`src/rtl/fp_normalize_pipe.sv`:
```
// fp_normalize_pipe: two-stage leading-one normaliser with subnormal clamp.
// Ports: clk/rst_n, in_* valid/ready operand, out_* valid/ready result.
module fp_normalize_pipe #(
  parameter int MAN_W = 24,
  parameter int EXP_W = 8,
  parameter int TAG_W = 4
) (
  input  logic             clk,
  input  logic             rst_n,
  input  logic             in_valid,
  output logic             in_ready,
  input  logic [MAN_W-1:0] in_man,
  input  logic [EXP_W-1:0] in_exp,
  input  logic [TAG_W-1:0] in_tag,
  output logic             out_valid,
  input  logic             out_ready,
  output logic [MAN_W-1:0] out_man,
  output logic [EXP_W-1:0] out_exp,
  output logic             out_zero,
  output logic             out_denorm,
  output logic [TAG_W-1:0] out_tag
);

  localparam int LZ_W = $clog2(MAN_W + 1);

  typedef struct packed {
    logic [MAN_W-1:0] man;
    logic [EXP_W-1:0] exp;
    logic [TAG_W-1:0] tag;
    logic [LZ_W-1:0]  lz;
    logic             zero;
  } s1_t;

  s1_t             s1_d;
  s1_t             s1_q;
  logic            s1_valid;
  logic            s2_ready;
  logic [LZ_W-1:0] lz;

  assign s2_ready = !out_valid || out_ready;
  assign in_ready = !s1_valid || s2_ready;

  // Highest set bit wins as the scan climbs.
  always_comb begin
    lz = LZ_W'(MAN_W);
    for (int i = 0; i < MAN_W; i++) begin
      if (in_man[i]) lz = LZ_W'(MAN_W - 1 - i);
    end
  end

  always_comb begin
    s1_d.man  = in_man;
    s1_d.exp  = in_exp;
    s1_d.tag  = in_tag;
    s1_d.lz   = lz;
    s1_d.zero = (in_man == '0);
  end

  always_ff @(posedge clk or negedge rst_n) begin
    if (!rst_n) begin
      s1_valid <= 1'b0;
      s1_q     <= '0;
    end else if (in_ready) begin
      s1_valid <= in_valid;
      if (in_valid) s1_q <= s1_d;
    end
  end

  logic [EXP_W-1:0] lz_ext;
  logic [LZ_W-1:0]  sh;
  logic [MAN_W-1:0] n_man;
  logic [EXP_W-1:0] n_exp;
  logic             n_zero;
  logic             n_den;
  logic             is_sub;
  logic             is_norm;

  assign lz_ext  = EXP_W'(s1_q.lz);
  assign is_sub  = !s1_q.zero && (s1_q.exp == '0);
  assign is_norm = !s1_q.zero && (s1_q.exp > lz_ext);

  // Underflow shifts only as far as exponent 1 allows, then clamps to 0.
  always_comb begin
    sh     = '0;
    n_exp  = '0;
    n_zero = 1'b0;
    n_den  = 1'b0;
    unique case (1'b1)
      s1_q.zero: n_zero = 1'b1;
      is_sub:    n_den  = 1'b1;
      is_norm: begin
        sh    = s1_q.lz;
        n_exp = s1_q.exp - lz_ext;
      end
      default: begin
        sh    = LZ_W'(s1_q.exp - 1'b1);
        n_den = 1'b1;
      end
    endcase
    n_man = s1_q.man << sh;
  end

  always_ff @(posedge clk or negedge rst_n) begin
    if (!rst_n) begin
      out_valid  <= 1'b0;
      out_man    <= '0;
      out_exp    <= '0;
      out_zero   <= 1'b0;
      out_denorm <= 1'b0;
      out_tag    <= '0;
    end else if (s2_ready) begin
      out_valid <= s1_valid;
      if (s1_valid) begin
        out_man    <= n_man;
        out_exp    <= n_exp;
        out_zero   <= n_zero;
        out_denorm <= n_den;
        out_tag    <= s1_q.tag;
      end
    end
  end

endmodule

```
`config.mk`:
```
export PLATFORM = sky130hd
export DESIGN_NAME = fp_normalize_pipe
export DESIGN_NICKNAME = d
export VERILOG_FILES = /design/src/rtl/fp_normalize_pipe.sv
export SDC_FILE = /design/constraint.sdc
export NUM_CORES = 1
export LEC_CHECK = 0
export CAP_MARGIN = 20
export CORE_MARGIN = 5
export CORE_UTILIZATION = 49
export CTS_CLUSTER_DIAMETER = 40
export CTS_CLUSTER_SIZE = 40
export DETAILED_ROUTE_END_ITERATION = 8
export GPL_ROUTABILITY_DRIVEN = 0
export MAX_ROUTING_LAYER = met4
export PLACE_DENSITY = 0.77
export SLEW_MARGIN = 40
export SYNTH_ARGS = -nofsm -noshare
export SYNTH_HDL_FRONTEND = slang
export SYNTH_SLANG_ARGS = --single-unit
```
`constraint.sdc`:
```
create_clock -name clk -period 3 [get_ports clk]
set_input_delay 0.6 -clock clk [delete_from_list [all_inputs] [get_ports clk]]
set_output_delay 0.6 -clock clk [all_outputs]
set_load 0.01 [all_outputs]
```
# ---- Yosys cells after proc, flatten, opt, wreduce, memory -nomap -nowiden
# Cells that the tools add are included.
dict set report op_classes {
  add_sub_neg 2
  order_cmp 1
  n_shift 1
  n_mux 28
  reduce_logical 13
}
# operator n
set ops {}
lappend ops {{$mux W5} 20}
lappend ops {{$logic_not A24 Y1} 1}
lappend ops {{$shl A24 B5 Y24} 1}
lappend ops {{$mux W4} 4}
lappend ops {{$pmux W5 S2} 1}
lappend ops {{$gt A8 B5 Y1} 1}
lappend ops {{$logic_not A8 Y1} 1}
lappend ops {{$mux W8} 1}
lappend ops {{$sub A8 B5 Y8} 1}
lappend ops {{$sub A5 B1 Y5 const B} 1}
lappend ops {{$reduce_and A2 Y1} 2}
lappend ops {{$reduce_or A2 Y1} 2}
lappend ops {{$logic_not A1 Y1} 3}
lappend ops {{$logic_and A1 B1 Y1} 2}
lappend ops {{$logic_or A1 B1 Y1} 2}
lappend ops {{$mux W1} 2}
dict set report totals {
  reg_bits 82
  in_bits 40
  word_cells 57
}

# ---- Depth between registers and ports, before layout
dict set report depth {
  depth_word 24
  depth_mapped 15
}

# ---- Worst setup path after synthesis
# OpenSTA, ideal clock, no wires.
dict set report synth_timing {
  kind {reg2reg}
  from {register s1_q[10] in the netlist's numbering}
  to {register out_man[20]}
  setup_time_ns 0.137
  t_arrival_ns 3.137
  setup_slack_ns -0.275
  stages_incl_launch_ff 15
  period_less_slack_ns 3.275
  cell_sequence {dfrtp_1 -> inv_1 -> ha_1 -> inv_1 -> fa_1 -> a211oi_1 -> o211a_2 -> or2_1 -> buf_2 -> a21o_1 -> buf_6 -> mux2_1 -> mux4_2 -> o2bb2ai_1 -> o221ai_1}
}
dict set report synth_between {
  elab_chain_len 5
  elab_cells_between_ends 8
  classes_between {add/sub (1); order compare (1); shift (1); mux (1); reduce/logical (4)}
}
# element line
set synth_rtl {}
lappend synth_rtl {{start, declared} 35} ;# s1_t s1_q;
lappend synth_rtl {{start signal, assigned} 62} ;# s1_q <= '0;
lappend synth_rtl {{start signal, assigned} 65} ;# if (in_valid) s1_q <= s1_d;
lappend synth_rtl {{branches (longest 3 deep; another with $gt A8 B5 Y1)} n/a}
lappend synth_rtl {{$pmux W5 S2 *} 88} ;# unique case (1'b1)
lappend synth_rtl {{$shl A24 B5 Y24 *} 100} ;# n_man = s1_q.man << sh;
lappend synth_rtl {{end signal, assigned} 114} ;# out_man <= n_man;
lappend synth_rtl {{end, declared} 17} ;# output logic [MAN_W-1:0] out_man,
# Mark *: on every way between the ends.
# A chain may end at the register's enable or synchronous reset.

# ---- Worst setup path in the final report
dict set report layout_timing {
  from {register s1_q[10] in the netlist's numbering}
  to {register out_man[23]}
}
# Same word-level chain as after synthesis.

==> results.toml <==
[cts]
cts_made_buffers = 9
cts_tree = "done"
hold_buffers = 0
htreeDepth = 3
cts_sinks = 82
path_clk_slew_ps = 90
clk_latency_ps = 360
root_buffer = "clkbuf_8"
cts_buffer_depth = 2

[yosys]
yosys_warnings = 0
synth_flop_cell = "dfrtp_1"
syn-num-nets = 590
syn_area_per_cell_um2 = 9.43
syn-instance-count = 542
synth_edf_count = 0
seq_area_frac_synth_pct = 40.1
synth_cell_types = 62
synth-seq-cells = 82
syn_area_mm2 = 0.00511
async_flop_share_pct = 100

[timing]
setup_viol = 6
grt_setup_unrepaired = "true"
min_period_over_period_pct = 102
max_freq_mhz = 327
layout_min_cycle_time_ps = 3050
finalHoldViolCount = 0
relSlewSlack_pct = 54.8
fin_skew_ps = 11.5
slew_viol_final = 0
setup_slack_ps = -54.4
tightest_slew_ps = 678

[worst_setup_path]
cp_data_required_time_ps = 3230
critPathArrivalTime_ps = 3290
r2r_slack_ps = -50
crit_type = "register to register"
reg2reg_from = "s1_q[10]$_DFFE_PN0P_"
cp-start-kind = "register"
cp-end-kind = "register"
r2r_end = "out_man[23]$_DFFE_PN0P_"
crit_fanout = 7
crit_path_end = "out_man[23]$_DFFE_PN0P_"
crit_start = "s1_q[10]$_DFFE_PN0P_"
rr_worst_depth = 14

[floorplanning]
die_h_um = 112
core_mm2 = 0.0102
start_util_pct = 50.0
ioPinCount = 80
dieArea_mm2 = 0.0126
rows = 37
die_x_um = 112

[detailed_routing]
wire_per_inst_um = 18.8
dr.pass1.iters = 6
postRouteAntennaNets = 0
drc_errors = 0
vias_per_cell = 6.04
drt_iter0_markers = 477
via_count = 4981
wl_um = 15500

[layout]
final_net_count = 732
diodes = 0
syn2layout_area_growth_pct = 39.9
drive_above_1_share_pct = 28.3

[pwr]
peakVddDrop_mv = 0.292
report.power.total_w = 0.00459
p_leak_nw = 3.06
power-per-cell-area_mw_per_mm2 = 642

[outcome]
outcome = "finished, violations left"
violations = "setup timing"

[place]
io_buffers = 79
preCtsSetupSlack_ps = -121
hpwl_um = 11600

[global_route]
gr-total-overflow = 0
grt_pass1_vias = 4834
grt_pass1_wl_um = 24900
antenna_found_initial = 0
grt.total_usage_pct = 24.7
grt_max_degree = 53

[hold_path]
hold_class = "primary input to async pin"

[run]
maxCapViolations = 0
==> registers in the layout, indices dropped and copies added (netlist names) <==
signal      cells
lz_ext          5
out_denorm      1
out_exp         8
out_man        24
out_tag         4
out_valid       1
out_zero        1
s1_q           37
s1_valid        1
==> report_power, final <==
part           internal (W)  total, W  switching, W
Clock              0.000549  0.000939      0.000390
Combinational       0.00111   0.00208      0.000965
Sequential          0.00135   0.00157      0.000220
==> worst min-delay path by stage <==
stage / from / end / depth (start not counted)
detailed placement: out_man[6]$_DFFE_PN0P_ / out_man[6]$_DFFE_PN0P_ / 2
finish: rst_n / s1_q[7]$_DFFE_PN0P_ / 1
global placement: out_exp[7]$_DFFE_PN0P_ / out_exp[7]$_DFFE_PN0P_ / 2
CTS: rst_n / s1_q[7]$_DFFE_PN0P_ / 1
floorplan: rst_n / lz_ext[0]$_DFFE_PN0P_ / 0
global route: rst_n / out_tag[3]$_DFFE_PN0P_ / 1
==> per-stage QoR <==
| stage | hold slack (ps) | cell area [µm²] | std cells | setup TNS [ps] | util, % |
|---|---|---|---|---|---|
| 2_1_floorplan | 304 | 5140 | 542 | -326 | - |
| 3_3_place_gp | 461 | 6580 | 799 | -20.0 | 64.3 |
| 3_5_place_dp | 469 | 6580 | 799 | -697 | 64.3 |
| 4_1_cts | 300 | 6920 | 820 | -307 | 67.6 |
| 5_1_grt | 336 | 7150 | 824 | -1170 | 69.9 |
| 6_report | 272 | 7150 | 824 | -196 | 69.9 |
==> repair_timing <==
| item | 4_1_cts | 5_1_grt |
|---|---|---|
| pin swaps | 8 | 13 |
| gates resized for setup | 16 | 45 |
| buffers inserted | 6 | 4 |
| setup endpoints to repair | 12 | 22 |
==> area by class of cell <==
cell class / count / area [µm²]
Sequential cell: 82 / 2050
Timing Repair Buffer: 166 / 1530
Clock buffer: 10 / 128
Multi-Input combinational cell: 413 / 3120
Clock inverter: 5 / 104
Tap cell: 136 / 170
Fill cell: 762 / 3080
Inverter: 12 / 45.0
==> cell usage after synthesis, drive strengths merged (2+ instances only) <==
cell type  count  area share, %
o211ai        19            2.8
a221o          2           0.39
o21ai         22            2.2
clkbuf        20            1.5
or2            2           0.24
nor2b          2           0.24
a32oi          9            1.5
nor3b          2           0.29
a211o          9            1.5
a31oi          3           0.37
o21bai         2           0.29
mux4           2           0.88
a21o           7            1.0
o221ai         5           0.86
nand2b         7           0.86
xnor2          6            1.0
nand2         86            6.4
and2           2           0.24
o211a          3           0.59
nor3          13            1.4
mux2i         30            5.9
or3            4           0.49
buf           15            1.4
nand3b         2           0.29
dfrtp         82             40
nor4           5           0.61
o22ai          3           0.37
mux2          45             10
a21oi         15            1.5
a211oi        12            1.8
nor2          37            2.7
xor2           2           0.34
o31ai         10            1.5
ha             7            1.7
a22o           6            1.0
a22oi          4           0.59
a21boi         3           0.44
inv           12           0.88
nand3          8           0.78
and3           3           0.37
==> routing by layer <==
| layer | up-vias | track usage, % | wire length (µm) |
|---|---|---|---|
| met5 | - | - | 0 |
| met4 | 0 | 7.77 | 487 |
| met3 | 51 | 4.74 | 1030 |
| met2 | 226 | 38.9 | 7470 |
| met1 | 2410 | 32.3 | 6510 |
| li1 | 2294 | - | - |
==> kinds of logic (layout without fill, tap and decap cells) <==
group           after synthesis  after routing  synth area share, %
simple gates                177            177                 15.5
compound gates              143            143                 20.3
flops                        82             82                 40.1
mux                          77             77                 16.7
buf+inv                      47            193                 3.77
fa+ha+maj                     8              8                 2.11
xor+xnor                      8              8                 1.37
==> worst max-delay path, stage by stage, from the launching register on <==
cell	delay (ps)
dfrtp_1	400
inv_2	80
ha_4	120
inv_2	40
fa_2	370
a211oi_4	260
o211a_4	260
buf_6	150
or3_4	170
and2_4	180
buf_6	130
mux2i_2	240
nand2_1	100
o2111a_1	150
a221o_1	270
==> cell usage in the layout (no fill, tap or decap), types with 8 or more instances in the layout <==
master,instances
mux2i_1,20
nand2_1,83
nand3_1,8
o31ai_1,10
a32oi_1,8
inv_1,10
clkbuf_8,9
o211ai_1,19
a211o_1,9
nor2_1,32
mux2_2,40
o21ai_0,20
a21oi_1,13
clkdlybuf4s50_1,78
buf_4,76
nor3_1,11
a211oi_1,8
dfrtp_1,81
Power figures use the tool's default switching activity.
